$ cat config.mk
export PLATFORM = sky130hd
export DESIGN_NAME = run_ctl
export DESIGN_NICKNAME = d
export VERILOG_FILES = /design/src/rtl/run_ctl.sv
export SDC_FILE = /design/constraint.sdc
export NUM_CORES = 1
export LEC_CHECK = 0
export ABC_AREA = 0
export CAP_MARGIN = 10
export CELL_PAD_IN_SITES_DETAIL_PLACEMENT = 0
export CELL_PAD_IN_SITES_GLOBAL_PLACEMENT = 1
export CORE_ASPECT_RATIO = 0.7
export CORE_MARGIN = 2
export CORE_UTILIZATION = 37
export DETAILED_ROUTE_END_ITERATION = 10
export PLACE_DENSITY_LB_ADDON = 0.1
export SYNTH_ARGS = -nofsm -noshare
export SYNTH_HDL_FRONTEND = slang
export SYNTH_SLANG_ARGS = --single-unit
$ cat constraint.sdc
create_clock -name clk -period 3.8 [get_ports clk]
set_input_delay 0.76 -clock clk [delete_from_list [all_inputs] [get_ports clk]]
set_output_delay 0.76 -clock clk [all_outputs]
set_load 0.02 [all_outputs]
$ cat src/rtl/run_ctl.sv
// Processor run-control sequencer: turns front-panel run/stop, single-step and an
// address breakpoint into a registered one-cycle clock-enable pulse stream.
module run_ctl #(
    parameter int CNT_W = 32
) (
    input  logic             clk,
    input  logic             reset,
    input  logic [2:0]       sel,
    input  logic             run_btn,
    input  logic             step_btn,
    input  logic             bp_en,
    input  logic [31:0]      bp_addr,
    input  logic [31:0]      addr,
    output logic             cpu_en,
    output logic             running,
    output logic             bp_halt,
    output logic [CNT_W-1:0] en_cnt
);

    typedef enum logic [1:0] {
        ST_STOP = 2'd0,
        ST_RUN  = 2'd1,
        ST_STEP = 2'd2,
        ST_BRK  = 2'd3
    } state_t;

    // Terminal prescaler value (divisor minus one) for each rate select.
    function automatic logic [19:0] div_last(input logic [2:0] s);
        logic [19:0] r;
        case (s)
            3'd0:    r = 20'd0;
            3'd1:    r = 20'd9;
            3'd2:    r = 20'd999;
            3'd3:    r = 20'd9999;
            3'd4:    r = 20'd99999;
            3'd5:    r = 20'd999999;
            3'd6:    r = 20'd1;
            default: r = 20'd0;
        endcase
        return r;
    endfunction

    state_t           state_q, state_d;
    logic             run_prev_q, step_prev_q;
    logic [2:0]       sel_q;
    logic [19:0]      presc_q, presc_d;
    logic             skip_q, skip_d;
    logic             cpu_en_q, cpu_en_d;
    logic             running_q, bp_halt_q;
    logic [CNT_W-1:0] en_cnt_q;

    logic run_rise_s, step_rise_s, sel_chg_s, no_tick_s, tick_s, hit_s;

    assign run_rise_s  = run_btn & ~run_prev_q;
    assign step_rise_s = step_btn & ~step_prev_q;
    assign sel_chg_s   = (sel != sel_q);
    assign no_tick_s   = (sel == 3'd7);
    assign tick_s      = ~sel_chg_s & ~no_tick_s & (presc_q == div_last(sel));
    assign hit_s       = (state_q == ST_RUN) & tick_s & bp_en & (addr == bp_addr) & ~skip_q;

    // Prescaler next value: a rate change restarts the count without a tick.
    always_comb begin
        presc_d = presc_q + 20'd1;
        if (sel_chg_s || no_tick_s || tick_s) begin
            presc_d = 20'd0;
        end else begin
            presc_d = presc_q + 20'd1;
        end
    end

    // Run-state transitions, enable pulse and breakpoint-skip bookkeeping.
    always_comb begin
        state_d  = state_q;
        cpu_en_d = 1'b0;
        skip_d   = skip_q;
        case (state_q)
            ST_STOP: begin
                if (run_rise_s) begin
                    state_d = ST_RUN;
                end else if (step_rise_s) begin
                    state_d = ST_STEP;
                end else begin
                    state_d = ST_STOP;
                end
            end
            ST_RUN: begin
                cpu_en_d = tick_s & ~hit_s;
                if (run_rise_s) begin
                    state_d = ST_STOP;
                end else if (hit_s) begin
                    state_d = ST_BRK;
                end else begin
                    state_d = ST_RUN;
                end
            end
            ST_STEP: begin
                cpu_en_d = 1'b1;
                state_d  = ST_STOP;
            end
            ST_BRK: begin
                if (run_rise_s) begin
                    state_d = ST_RUN;
                    skip_d  = 1'b1;
                end else if (step_rise_s) begin
                    state_d = ST_STEP;
                end else begin
                    state_d = ST_BRK;
                end
            end
            default: begin
                state_d = ST_STOP;
            end
        endcase
        // Resume skip is spent by the first issued pulse, or dropped on stopping.
        if (cpu_en_d || (state_d == ST_STOP)) begin
            skip_d = 1'b0;
        end else begin
            skip_d = skip_d;
        end
    end

    // State, prescaler and registered outputs.
    always_ff @(posedge clk) begin
        if (reset) begin
            state_q     <= ST_STOP;
            run_prev_q  <= 1'b1;
            step_prev_q <= 1'b1;
            sel_q       <= sel;
            presc_q     <= 20'd0;
            skip_q      <= 1'b0;
            cpu_en_q    <= 1'b0;
            running_q   <= 1'b0;
            bp_halt_q   <= 1'b0;
            en_cnt_q    <= '0;
        end else begin
            state_q     <= state_d;
            run_prev_q  <= run_btn;
            step_prev_q <= step_btn;
            sel_q       <= sel;
            presc_q     <= presc_d;
            skip_q      <= skip_d;
            cpu_en_q    <= cpu_en_d;
            running_q   <= (state_d == ST_RUN);
            bp_halt_q   <= (state_d == ST_BRK);
            en_cnt_q    <= en_cnt_q + {{(CNT_W-1){1'b0}}, cpu_en_q};
        end
    end

    assign cpu_en  = cpu_en_q;
    assign running = running_q;
    assign bp_halt = bp_halt_q;
    assign en_cnt  = en_cnt_q;

endmodule

Word level (Yosys, flattened, before mapping)
Index checks and enable logic that the tools add are counted.
- output and inout port bits: 35
- register bits after elaboration: 63
- logic and storage cells: 59
- reduce and logical (&&, ||, !) cells: 8
- bitwise logic cells: 15
- equal/unequal tests: 15
- multiplexer cells: 9
- $add $sub $neg: 2
- operator list (cell ; number):
    case mux 20 bit (6 select lines) ; 1
    adder 32 x 1 -> 32 bit ; 1
    equality test 32 bit ; 1
    adder 20 x 1 -> 20 bit (second input constant) ; 1
    equality test 20 bit ; 1
    equality test 3 bit (second input constant) ; 4
    2-to-1 mux 2 bit ; 5
    bitwise AND 1 bit ; 9
    case mux 2 bit (4 select lines) ; 1
    equality test 2 bit (second input constant) ; 3
    equality test 3 x 2 -> 1 bit (second input constant) ; 2
    NOT 1 bit ; 6
    equality test 2 x 1 -> 1 bit (second input constant) ; 2
    logical NOT 2 bit ; 2
    OR reduction 2 bit ; 2
    equality test 3 x 1 -> 1 bit (second input constant) ; 1
    logical OR 1 bit ; 3
    inequality test 3 bit ; 1
    case mux 1 bit (2 select lines) ; 1
    AND reduction 2 bit ; 1
    2-to-1 mux 1 bit ; 1

Longest topological paths before layout
Gate-level depths: netlist of run 1.
- word-level depth: 14
- depth in mapped cells: 9

Worst setup path after synthesis of run 1
No wires, ideal clock.
- path type: input-to-reg
- start point: input sel[1]
- end point: register cpu_en_q (netlist: cpu_en)
- arrival time: 2546 ps
- buffers on the path: 1
- library setup time: 96 ps
- stages: 7
- data required time: 3704 ps
- slack: 1159 ps
- path through: buf_6 > nor2b_1 > or3_4 > a2111oi_4 > nand4_2 > or3_4 > o41ai_2
- word-level cells in the longest chain between the ends: 11
- elaborated cells on any way between the ends: 21
- RTL lines (what ; RTL line ; RTL):
    start, declared ; 8 ; input logic [2:0] sel,
    equality test 3 bit (tied with other cells) ; 30 ; case (s)
    case mux 20 bit (6 select lines) / NOT 1 bit (equally long branches) ; 30, 58 ;
    equality test 20 bit / bitwise AND 1 bit (equally long branches) ; 58 ; assign tick_s = ~sel_chg_s & ~no_tick_s & (presc_q == div_last(sel));
    bitwise AND 1 bit * ; 58 ;
    bitwise AND 1 bit (4 in series) ; 59 ; assign hit_s = (state_q == ST_RUN) & tick_s & bp_en & (addr == bp_addr) & ~skip_q;
    NOT 1 bit ; 87 ; cpu_en_d = tick_s & ~hit_s;
    bitwise AND 1 bit * ; 87 ;
    case mux 1 bit (2 select lines) * ; 76 ; case (state_q)
    end signal, assigned ; 142 ; cpu_en_q <= cpu_en_d;
    end, declared ; 48 ; logic cpu_en_q, cpu_en_d;
Mark *: on every way between the ends. The rest lies on a longest branch, timed or not.
A chain may end at the register's enable or synchronous reset.

Final worst setup path of run 1
Ends and elaborated chain as after synthesis.

==> report_table.html, run 1 <==
<table>
<tr><th>Metric</th><th>Value</th></tr>
<tr><th colspan="2">Synth</th></tr>
<tr><td>Fraction of synthesized cell area taken by the top area cell type</td><td>0.364</td></tr>
<tr><td>Top cell type by total area after synthesis</td><td>sky130_fd_sc_hd__dfxtp_1</td></tr>
<tr><td>Post-synth net total</td><td>480</td></tr>
<tr><td>EDFF count, synth</td><td>0</td></tr>
<tr><td>Post-synthesis instance total</td><td>approximately 400</td></tr>
<tr><td>Combined area of all synthesized cells</td><td>3460 um2</td></tr>
<tr><td>Share of synthesized registers carrying an async set or reset</td><td>0</td></tr>
<tr><td>Post-synth top flop</td><td>sky130_fd_sc_hd__dfxtp_1</td></tr>
<tr><td>Yosys reg bits</td><td>63</td></tr>
<tr><td>Average cell area after synthesis</td><td>8.63 um2</td></tr>
<tr><td>Main area contributors after synthesis</td><td>sky130_fd_sc_hd__dfxtp_1, sky130_fd_sc_hd__xor2_1, sky130_fd_sc_hd__nor2_1</td></tr>
<tr><td>Most numerous cell types in the synthesized netlist</td><td>sky130_fd_sc_hd__dfxtp_1, sky130_fd_sc_hd__xor2_1, sky130_fd_sc_hd__nor2_1, sky130_fd_sc_hd__nand2_1, sky130_fd_sc_hd__nand3_1</td></tr>
<tr><td>Yosys warns</td><td>0</td></tr>
<tr><td>Synth unique cells</td><td>55</td></tr>
<tr><td>Sequential element share of the synthesized area</td><td>0.364</td></tr>
<tr><th colspan="2">Critical path</th></tr>
<tr><td>Delay contributed by the slowest stage of the critical path</td><td>~580 ps</td></tr>
<tr><td>Critical Setup Path Class</td><td>in2reg</td></tr>
<tr><td>Cell breakdown of the critical path</td><td>clkdlybuf4s50_1, nor2b_1, o211ai_1, a222oi_1, nand4_2, or3_4, o41ai_2</td></tr>
<tr><td>Crit-path max FO</td><td>7</td></tr>
<tr><td>Worst Setup Start Kind</td><td>input port</td></tr>
<tr><td>Cell with the largest stage delay on the worst path</td><td>sky130_fd_sc_hd__clkdlybuf4s50_1</td></tr>
<tr><td>Kind of capture point of the worst setup path</td><td>flip-flop</td></tr>
<tr><td>WP data required</td><td>4030 ps</td></tr>
<tr><td>Arrival time of the worst setup path</td><td>between 3000 and 4000 ps</td></tr>
<tr><th colspan="2">Clocking</th></tr>
<tr><td>Root cell of the clock tree</td><td>sky130_fd_sc_hd__clkbuf_16</td></tr>
<tr><td>Level count of the clock H-tree</td><td>3</td></tr>
<tr><td>Post-cts sizing count</td><td>0</td></tr>
<tr><td>Hold Buf Count CTS</td><td>0</td></tr>
<tr><td>Number of buffers created by CTS</td><td>9</td></tr>
<tr><td>Clock tree from TritonCTS</td><td>yes</td></tr>
<tr><td>TritonCTS sink count</td><td>63</td></tr>
<tr><td>Maximum count of clock buffers along a single path</td><td>2</td></tr>
<tr><td>Clock latency reported for the late side of the worst-skew pair</td><td>between 300 and 400 ps</td></tr>
<tr><td>CTS clk-pin slew, worst paths</td><td>50 ps</td></tr>
<tr><td>Number of setup buffers added after CTS</td><td>0</td></tr>
<tr><th colspan="2">Placement</th></tr>
<tr><td>HPWL reported at the end of detailed placement</td><td>6520 um</td></tr>
<tr><td>Cell count after placement</td><td>621</td></tr>
<tr><td>Count of input and output buffers</td><td>roughly 110</td></tr>
<tr><td>Placed cell areas</td><td>4650 um2</td></tr>
<tr><td>Final weighted congestion of routability-driven global placement</td><td>0.812</td></tr>
<tr><th colspan="2">Routing</th></tr>
<tr><td>Avg Vias per Cell</td><td>between 4 and 5</td></tr>
<tr><td>Final routed DRC violation total</td><td>0</td></tr>
<tr><td>First-pass iteration count of the detailed router</td><td>4</td></tr>
<tr><td>Routed wirelength normalized by instance count</td><td>13.5 um</td></tr>
<tr><td>Number of antenna-violating nets in the routed design</td><td>0</td></tr>
<tr><td>Iteration-0 DRC Markers</td><td>147</td></tr>
<tr><td>Total routed wirelength</td><td>8560 um</td></tr>
<tr><td>Via count of the routed design</td><td>3,126</td></tr>
<tr><th colspan="2">Global routing</th></tr>
<tr><td>Pin count of the biggest net entering global routing</td><td>35</td></tr>
<tr><td>Total grt overflow</td><td>0</td></tr>
<tr><td>Tot GR Track Use</td><td>0.169</td></tr>
<tr><td>Antenna violations before repair</td><td>0</td></tr>
<tr><td>Global-route wire length before repair</td><td>13,800 um</td></tr>
<tr><td>Vias in the first global route</td><td>2,833</td></tr>
<tr><th colspan="2">Power</th></tr>
<tr><td>Leak</td><td>1.76 nW</td></tr>
<tr><td>Logic gate share of total power</td><td>0.110</td></tr>
<tr><td>Fraction of power spent switching nets</td><td>0.222</td></tr>
<tr><td>P_sw</td><td>355 uW</td></tr>
<tr><td>Internal power</td><td>1.25 mW</td></tr>
<tr><td>Maximum VDD drop</td><td>0.233 mV</td></tr>
<tr><td>Pwr per Cell Area</td><td>325 nW/um2</td></tr>
<tr><td>Sum of internal, switching and leakage power</td><td>1.60 mW</td></tr>
<tr><td>Portion of total power attributed to sequential cells</td><td>0.418</td></tr>
<tr><td>Clock group share of total power</td><td>0.471</td></tr>
<tr><th colspan="2">STA</th></tr>
<tr><td>Time the worst path needs with I/O delays and setup</td><td>3010 ps</td></tr>
<tr><td>TNS Setup</td><td>0 ps</td></tr>
<tr><td>Maximum achievable frequency</td><td>0.332 GHz</td></tr>
<tr><td>Final Max Slew Viols</td><td>0</td></tr>
<tr><td>Clock Skews</td><td>~5.2 ps</td></tr>
<tr><td>Hold violation count in the final report</td><td>0</td></tr>
<tr><td>Slew Limit Headroom</td><td>0.295</td></tr>
<tr><td>Fraction of the cycle the final worst path needs</td><td>0.792</td></tr>
<tr><td>Worst Tran Pin Value</td><td>1050 ps</td></tr>
<tr><td>Hold Worst Slack</td><td>about 530 ps</td></tr>
<tr><td>Setup repair after global routing missed its margin</td><td>false</td></tr>
<tr><td>Final Setup Violations</td><td>0</td></tr>
<tr><th colspan="2">Flow run</th></tr>
<tr><td># Max-Cap Violations</td><td>0</td></tr>
<tr><th colspan="2">Die</th></tr>
<tr><td>Initial standard-cell utilization of the core</td><td>0.382</td></tr>
<tr><td>Die outline width</td><td>120 um</td></tr>
<tr><td>Site Rows</td><td>29</td></tr>
<tr><td>Core outline area</td><td>9070 um2</td></tr>
<tr><td>Chip Height</td><td>~85 um</td></tr>
<tr><td>Floorplan die area</td><td>10,200 um2</td></tr>
<tr><td>Number of top-level design ports</td><td>107</td></tr>
<tr><th colspan="2">Cells and area</th></tr>
<tr><td>Layout cells sized above 1</td><td>0.0605</td></tr>
<tr><td>Fill cell total of the finished layout</td><td>861</td></tr>
<tr><td>Total Nets Final</td><td>587</td></tr>
<tr><td>Final standard cell count with taps included and fillers excluded</td><td>636</td></tr>
<tr><td>Final std cell area, no fill</td><td>4930 um2</td></tr>
<tr><td>Final antenna diode count</td><td>0</td></tr>
<tr><td>Synthesis-to-layout area growth</td><td>42.4%</td></tr>
<tr><th colspan="2">Outcome</th></tr>
<tr><td>Outcome</td><td>completed</td></tr>
<tr><th colspan="2">Worst hold path</th></tr>
<tr><td>HP Class</td><td>reg2reg</td></tr>
</table>
==> power by group through the flow <==
stage	Clock, mW	Combinational [mW]	Sequential, mW
global placement	0	0.176	0.684
finish	0.755	0.177	0.670
global route	0.804	0.192	0.670
CTS	0.773	0.178	0.670
detailed placement	0	0.177	0.684
floorplan	0	0.0781	0.684
==> path summary, 6_finish.rpt <==
| path | cells past startpoint | to | startpoint | slack, ps |
|---|---|---|---|---|
| min reg2reg | 2 | en_cnt[13] | en_cnt[13] | 530 |
| max | 7 | cpu_en | sel[1] | 790 |
| min | 2 | en_cnt[13] | en_cnt[13] | 530 |
| max reg2reg | 6 | en_cnt[24] | en_cnt[3] | 1450 |
==> layout by cell type (no fill, tap or decap), types with 8 or more instances in the layout <==
cell / instances
sky130_fd_sc_hd__xor2_1: 63
sky130_fd_sc_hd__nor2_1: 61
sky130_fd_sc_hd__nand4_1: 17
sky130_fd_sc_hd__and4_1: 8
sky130_fd_sc_hd__nor2b_1: 8
sky130_fd_sc_hd__nor4_1: 8
sky130_fd_sc_hd__o21ai_0: 9
sky130_fd_sc_hd__xnor2_1: 18
sky130_fd_sc_hd__nand3_1: 19
sky130_fd_sc_hd__dfxtp_1: 63
sky130_fd_sc_hd__nand2_1: 28
sky130_fd_sc_hd__clkbuf_16: 9
sky130_fd_sc_hd__clkdlybuf4s50_1: 106
==> critical path: cells and delay by family <==
family / cells / cell delay [ps]
and+or+nand+nor: 3 / 1050
AOI/OAI and AO/OA: 3 / 850
buffers and inverters: 1 / 580
==> per-layer routing <==
| layer | track usage | share of wire |
|---|---|---|
| met1 | 0.233 | 0.51 |
| met2 | 0.243 | 0.39 |
| met3 | 0.0638 | 0.087 |
| met4 | 0.0556 | 0.011 |
| met5 | 0 | 0 |
==> kinds of logic (layout without fill, tap and decap cells) <==
group,after synthesis,after routing,share of synthesized area
flip-flops,63,63,0.364
multiplexers,3,3,0.0123
buffers and inverters,24,135,0.0296
XOR/XNOR,81,81,0.205
adder cells (fa/ha/maj),7,7,0.0253
AND/OR/NAND/NOR,187,187,0.283
AO/OA/AOI/OAI,36,36,0.0806
==> metrics by stage <==
step           utilization  setup slack, ps
2_1_floorplan            -             1160
5_1_grt              0.543              645
4_1_cts              0.543              818
6_report             0.543              791
3_3_place_gp         0.513              526
3_5_place_dp         0.513              502
==> layout make-up <==
class | count | area, um2 | share of cell area
Inverter | 7 | 26.3 | 0.00533
Clock buffer | 12 | 256 | 0.0520
Sequential cell | 63 | 1260 | 0.256
Tap cell | 124 | 155 | 0.0315
Multi-Input combinational cell | 314 | 2100 | 0.425
Timing Repair Buffer | 113 | 1110 | 0.226
Clock inverter | 3 | 18.8 | 0.00381
==> registers in the layout (all words and copies together), names as in the netlist, 2 cells and up <==
name     count
en_cnt      32
presc_q     20
sel_q        3
state_q      2
(Power assumes the default switching activity.)
==> inputs of run 2 (changes only) <==
--- a/config.mk
+++ b/config.mk
@@ -11,7 +11,7 @@
 export CELL_PAD_IN_SITES_GLOBAL_PLACEMENT = 1
 export CORE_ASPECT_RATIO = 0.7
 export CORE_MARGIN = 2
-export CORE_UTILIZATION = 37
+export CORE_UTILIZATION = 31
 export DETAILED_ROUTE_END_ITERATION = 10
 export PLACE_DENSITY_LB_ADDON = 0.1
 export SYNTH_ARGS = -nofsm -noshare
==> constraint.sdc (replaced) <==
create_clock -name clk -period 2.6 [get_ports clk]
set_input_delay 0.52 -clock clk [delete_from_list [all_inputs] [get_ports clk]]
set_output_delay 0.52 -clock clk [all_outputs]
set_load 0.02 [all_outputs]
==> report_table.html, run 2 (synthesis gave the netlist of run 1 again) <==
<table>
<tr><th>Metric</th><th>Value</th></tr>
<tr><th colspan="2">Cells and area</th></tr>
<tr><td>Layout cells sized above 1</td><td>0.0875</td></tr>
<tr><td>Final core area utilization</td><td>0.468</td></tr>
<tr><td>Leading cell type in the layout, fill and taps excluded</td><td>sky130_fd_sc_hd__clkdlybuf4s50_1</td></tr>
<tr><td>Final standard cell count with taps included and fillers excluded</td><td>679</td></tr>
<tr><td>Final antenna diode count</td><td>0</td></tr>
<tr><td>Commonest non-fill, non-tap cells in the layout</td><td>sky130_fd_sc_hd__clkdlybuf4s50_1, sky130_fd_sc_hd__xor2_1, sky130_fd_sc_hd__dfxtp_1</td></tr>
<tr><td>Number of flip-flops under the largest register name</td><td>32</td></tr>
<tr><td>Total Nets Final</td><td>601</td></tr>
<tr><td>Synthesis-to-layout area growth</td><td>47.9%</td></tr>
<tr><td>Fill cell total of the finished layout</td><td>1,081</td></tr>
<tr><th colspan="2">Placement</th></tr>
<tr><td>HPWL reported at the end of detailed placement</td><td>6990 um</td></tr>
<tr><td>Final weighted congestion of routability-driven global placement</td><td>0.850</td></tr>
<tr><td>Count of input and output buffers</td><td>106</td></tr>
<tr><td>Cell count after placement</td><td>between 600 and 700</td></tr>
<tr><th colspan="2">Critical path</th></tr>
<tr><td>Startpoint of the worst setup timing path</td><td>sel[1]</td></tr>
<tr><td>Arrival time of the worst setup path</td><td>2670 ps</td></tr>
<tr><td>FF-to-FF path depth</td><td>5</td></tr>
<tr><td>Beginning of the worst register-to-register path</td><td>presc_q[4]</td></tr>
<tr><td>R2r setup slk</td><td>310 ps</td></tr>
<tr><td>WP data required</td><td>2830 ps</td></tr>
<tr><td>Worst Setup Start Kind</td><td>input port</td></tr>
<tr><td>Worst R2R End</td><td>cpu_en</td></tr>
<tr><td>Crit-path max FO</td><td>10</td></tr>
<tr><td>Critical Setup Path Class</td><td>in2reg</td></tr>
<tr><td>Kind of capture point of the worst setup path</td><td>flip-flop</td></tr>
<tr><th colspan="2">Routing</th></tr>
<tr><td>Total routed wirelength</td><td>9230 um</td></tr>
<tr><td>Via count of the routed design</td><td>3,183</td></tr>
<tr><td>Iteration-0 DRC Markers</td><td>152</td></tr>
<tr><td>First-pass iteration count of the detailed router</td><td>4</td></tr>
<tr><td>Avg Vias per Cell</td><td>4.69</td></tr>
<tr><td>Final routed DRC violation total</td><td>0</td></tr>
<tr><td>Number of antenna-violating nets in the routed design</td><td>0</td></tr>
<tr><td>Routed wirelength normalized by instance count</td><td>13.6 um</td></tr>
<tr><th colspan="2">STA</th></tr>
<tr><td>Maximum achievable frequency</td><td>0.410 GHz</td></tr>
<tr><td>Slew Limit Headroom</td><td>0.571</td></tr>
<tr><td>Final Setup Violations</td><td>0</td></tr>
<tr><td>Clock Skews</td><td>9.77 ps</td></tr>
<tr><td>Fraction of the cycle the final worst path needs</td><td>0.939</td></tr>
<tr><td>Worst Tran Pin Value</td><td>628 ps</td></tr>
<tr><td>Time the worst path needs with I/O delays and setup</td><td>2440 ps</td></tr>
<tr><td>Final Max Slew Viols</td><td>0</td></tr>
<tr><td>Hold violation count in the final report</td><td>0</td></tr>
<tr><td>Setup repair after global routing missed its margin</td><td>false</td></tr>
<tr><th colspan="2">Clocking</th></tr>
<tr><td>Hold Buf Count CTS</td><td>0</td></tr>
<tr><td>Root cell of the clock tree</td><td>sky130_fd_sc_hd__clkbuf_16</td></tr>
<tr><td>CTS clk-pin slew, worst paths</td><td>50 ps</td></tr>
<tr><td>Level count of the clock H-tree</td><td>3</td></tr>
<tr><td>Clock latency reported for the late side of the worst-skew pair</td><td>330 ps</td></tr>
<tr><td>Number of buffers created by CTS</td><td>9</td></tr>
<tr><td>TritonCTS sink count</td><td>63</td></tr>
<tr><td>Clock tree from TritonCTS</td><td>yes</td></tr>
<tr><td>Maximum count of clock buffers along a single path</td><td>2</td></tr>
<tr><th colspan="2">Worst hold path</th></tr>
<tr><td>Worst hold path startpoint</td><td>en_cnt[31]</td></tr>
<tr><td>Worst Hold Endpoint</td><td>en_cnt[31]</td></tr>
<tr><td>HP Class</td><td>reg2reg</td></tr>
<tr><td>Cells on Worst Hold Path</td><td>2</td></tr>
<tr><th colspan="2">Die</th></tr>
<tr><td>Die outline width</td><td>130 um</td></tr>
<tr><td>Floorplan die area</td><td>12,000 um2</td></tr>
<tr><td>Site Rows</td><td>32</td></tr>
<tr><td>Core outline area</td><td>10,900 um2</td></tr>
<tr><td>Chip Height</td><td>92.4 um</td></tr>
<tr><td>Number of top-level design ports</td><td>107</td></tr>
<tr><td>Initial standard-cell utilization of the core</td><td>0.317</td></tr>
<tr><th colspan="2">Global routing</th></tr>
<tr><td>Pin count of the biggest net entering global routing</td><td>33</td></tr>
<tr><td>Total grt overflow</td><td>0</td></tr>
<tr><td>Antenna violations before repair</td><td>0</td></tr>
<tr><td>Global-route wire length before repair</td><td>15,100 um</td></tr>
<tr><td>Vias in the first global route</td><td>3,137</td></tr>
<tr><td>Tot GR Track Use</td><td>0.157</td></tr>
<tr><th colspan="2">Power</th></tr>
<tr><td>Fraction of power spent switching nets</td><td>0.215</td></tr>
<tr><td>P_sw</td><td>530 uW</td></tr>
<tr><td>Pwr per Cell Area</td><td>481 nW/um2</td></tr>
<tr><td>Internal power</td><td>1.93 mW</td></tr>
<tr><td>Maximum VDD drop</td><td>0.264 mV</td></tr>
<tr><td>Portion of total power attributed to sequential cells</td><td>0.397</td></tr>
<tr><td>Leak</td><td>1.87 nW</td></tr>
<tr><td>Logic gate share of total power</td><td>0.111</td></tr>
<tr><td>Clock group share of total power</td><td>0.492</td></tr>
<tr><th colspan="2">Flow run</th></tr>
<tr><td># Max-Cap Violations</td><td>0</td></tr>
<tr><th colspan="2">Outcome</th></tr>
<tr><td>Outcome</td><td>completed</td></tr>
</table>
run 2: how the worst max path moves through the flow:
stage                     endpoint
after floorplan             cpu_en
after detailed placement    cpu_en
after CTS                   cpu_en
final                       cpu_en
after global placement      cpu_en
after global routing        cpu_en
run 2: worst max-delay path, cell delays in order:
cell	delay, ps
sky130_fd_sc_hd__dlygate4sd2_1	320
sky130_fd_sc_hd__nor3b_1	170
sky130_fd_sc_hd__or4_1	390
sky130_fd_sc_hd__a222oi_1	400
sky130_fd_sc_hd__nand4_2	170
sky130_fd_sc_hd__or3_4	430
sky130_fd_sc_hd__o41ai_2	260
run 2: layout make-up:
class / count / area, um2 / area share
clock buffers: 12 / 256 / 0.0501
clock inverters: 3 / 42.5 / 0.00831
inverters: 7 / 26.3 / 0.00513
multi-input cells: 314 / 2100 / 0.411
flip-flops and latches: 63 / 1260 / 0.246
well taps: 153 / 191 / 0.0374
repair buffers: 127 / 1240 / 0.242
run 2: per-layer routing:
layer  vias to the layer above  GRT usage  share of wire
met5                         -          0              0
met4                         0     0.0457         0.0092
met3                         8     0.0416          0.063
met2                        83      0.250           0.44
met1                      1469      0.210           0.49
li1                       1623          -              -
run 2: repair_timing:
action | CTS | global route
gates resized for setup | 2 | 4
buffers inserted | 0 | 0
endpoints found under the setup margin | 23 | 25
pin swaps | 1 | 1
run 2: per-stage QoR:
step                hold WS [ps]  setup slack (ps)  TNS, ps  power, mW  instance area, um2
floorplan                    464               199        0       1.11                3460
global placement             497              -402    -8740       1.27                4810
detailed placement           525              -448   -10030       1.27                4810
CTS                          541              10.3        0       2.50                5100
global route                 563              55.3        0       2.56                5120
finish                       532               159        0       2.46                5120
run 2: power by group through the flow:
stage | clock (mW) | combinational (mW) | sequential, mW
after floorplan | 0 | 0.114 | 0.999
after global placement | 0 | 0.270 | 0.998
after detailed placement | 0 | 0.273 | 0.999
after CTS | 1.25 | 0.274 | 0.978
after global routing | 1.29 | 0.297 | 0.978
final | 1.21 | 0.273 | 0.978
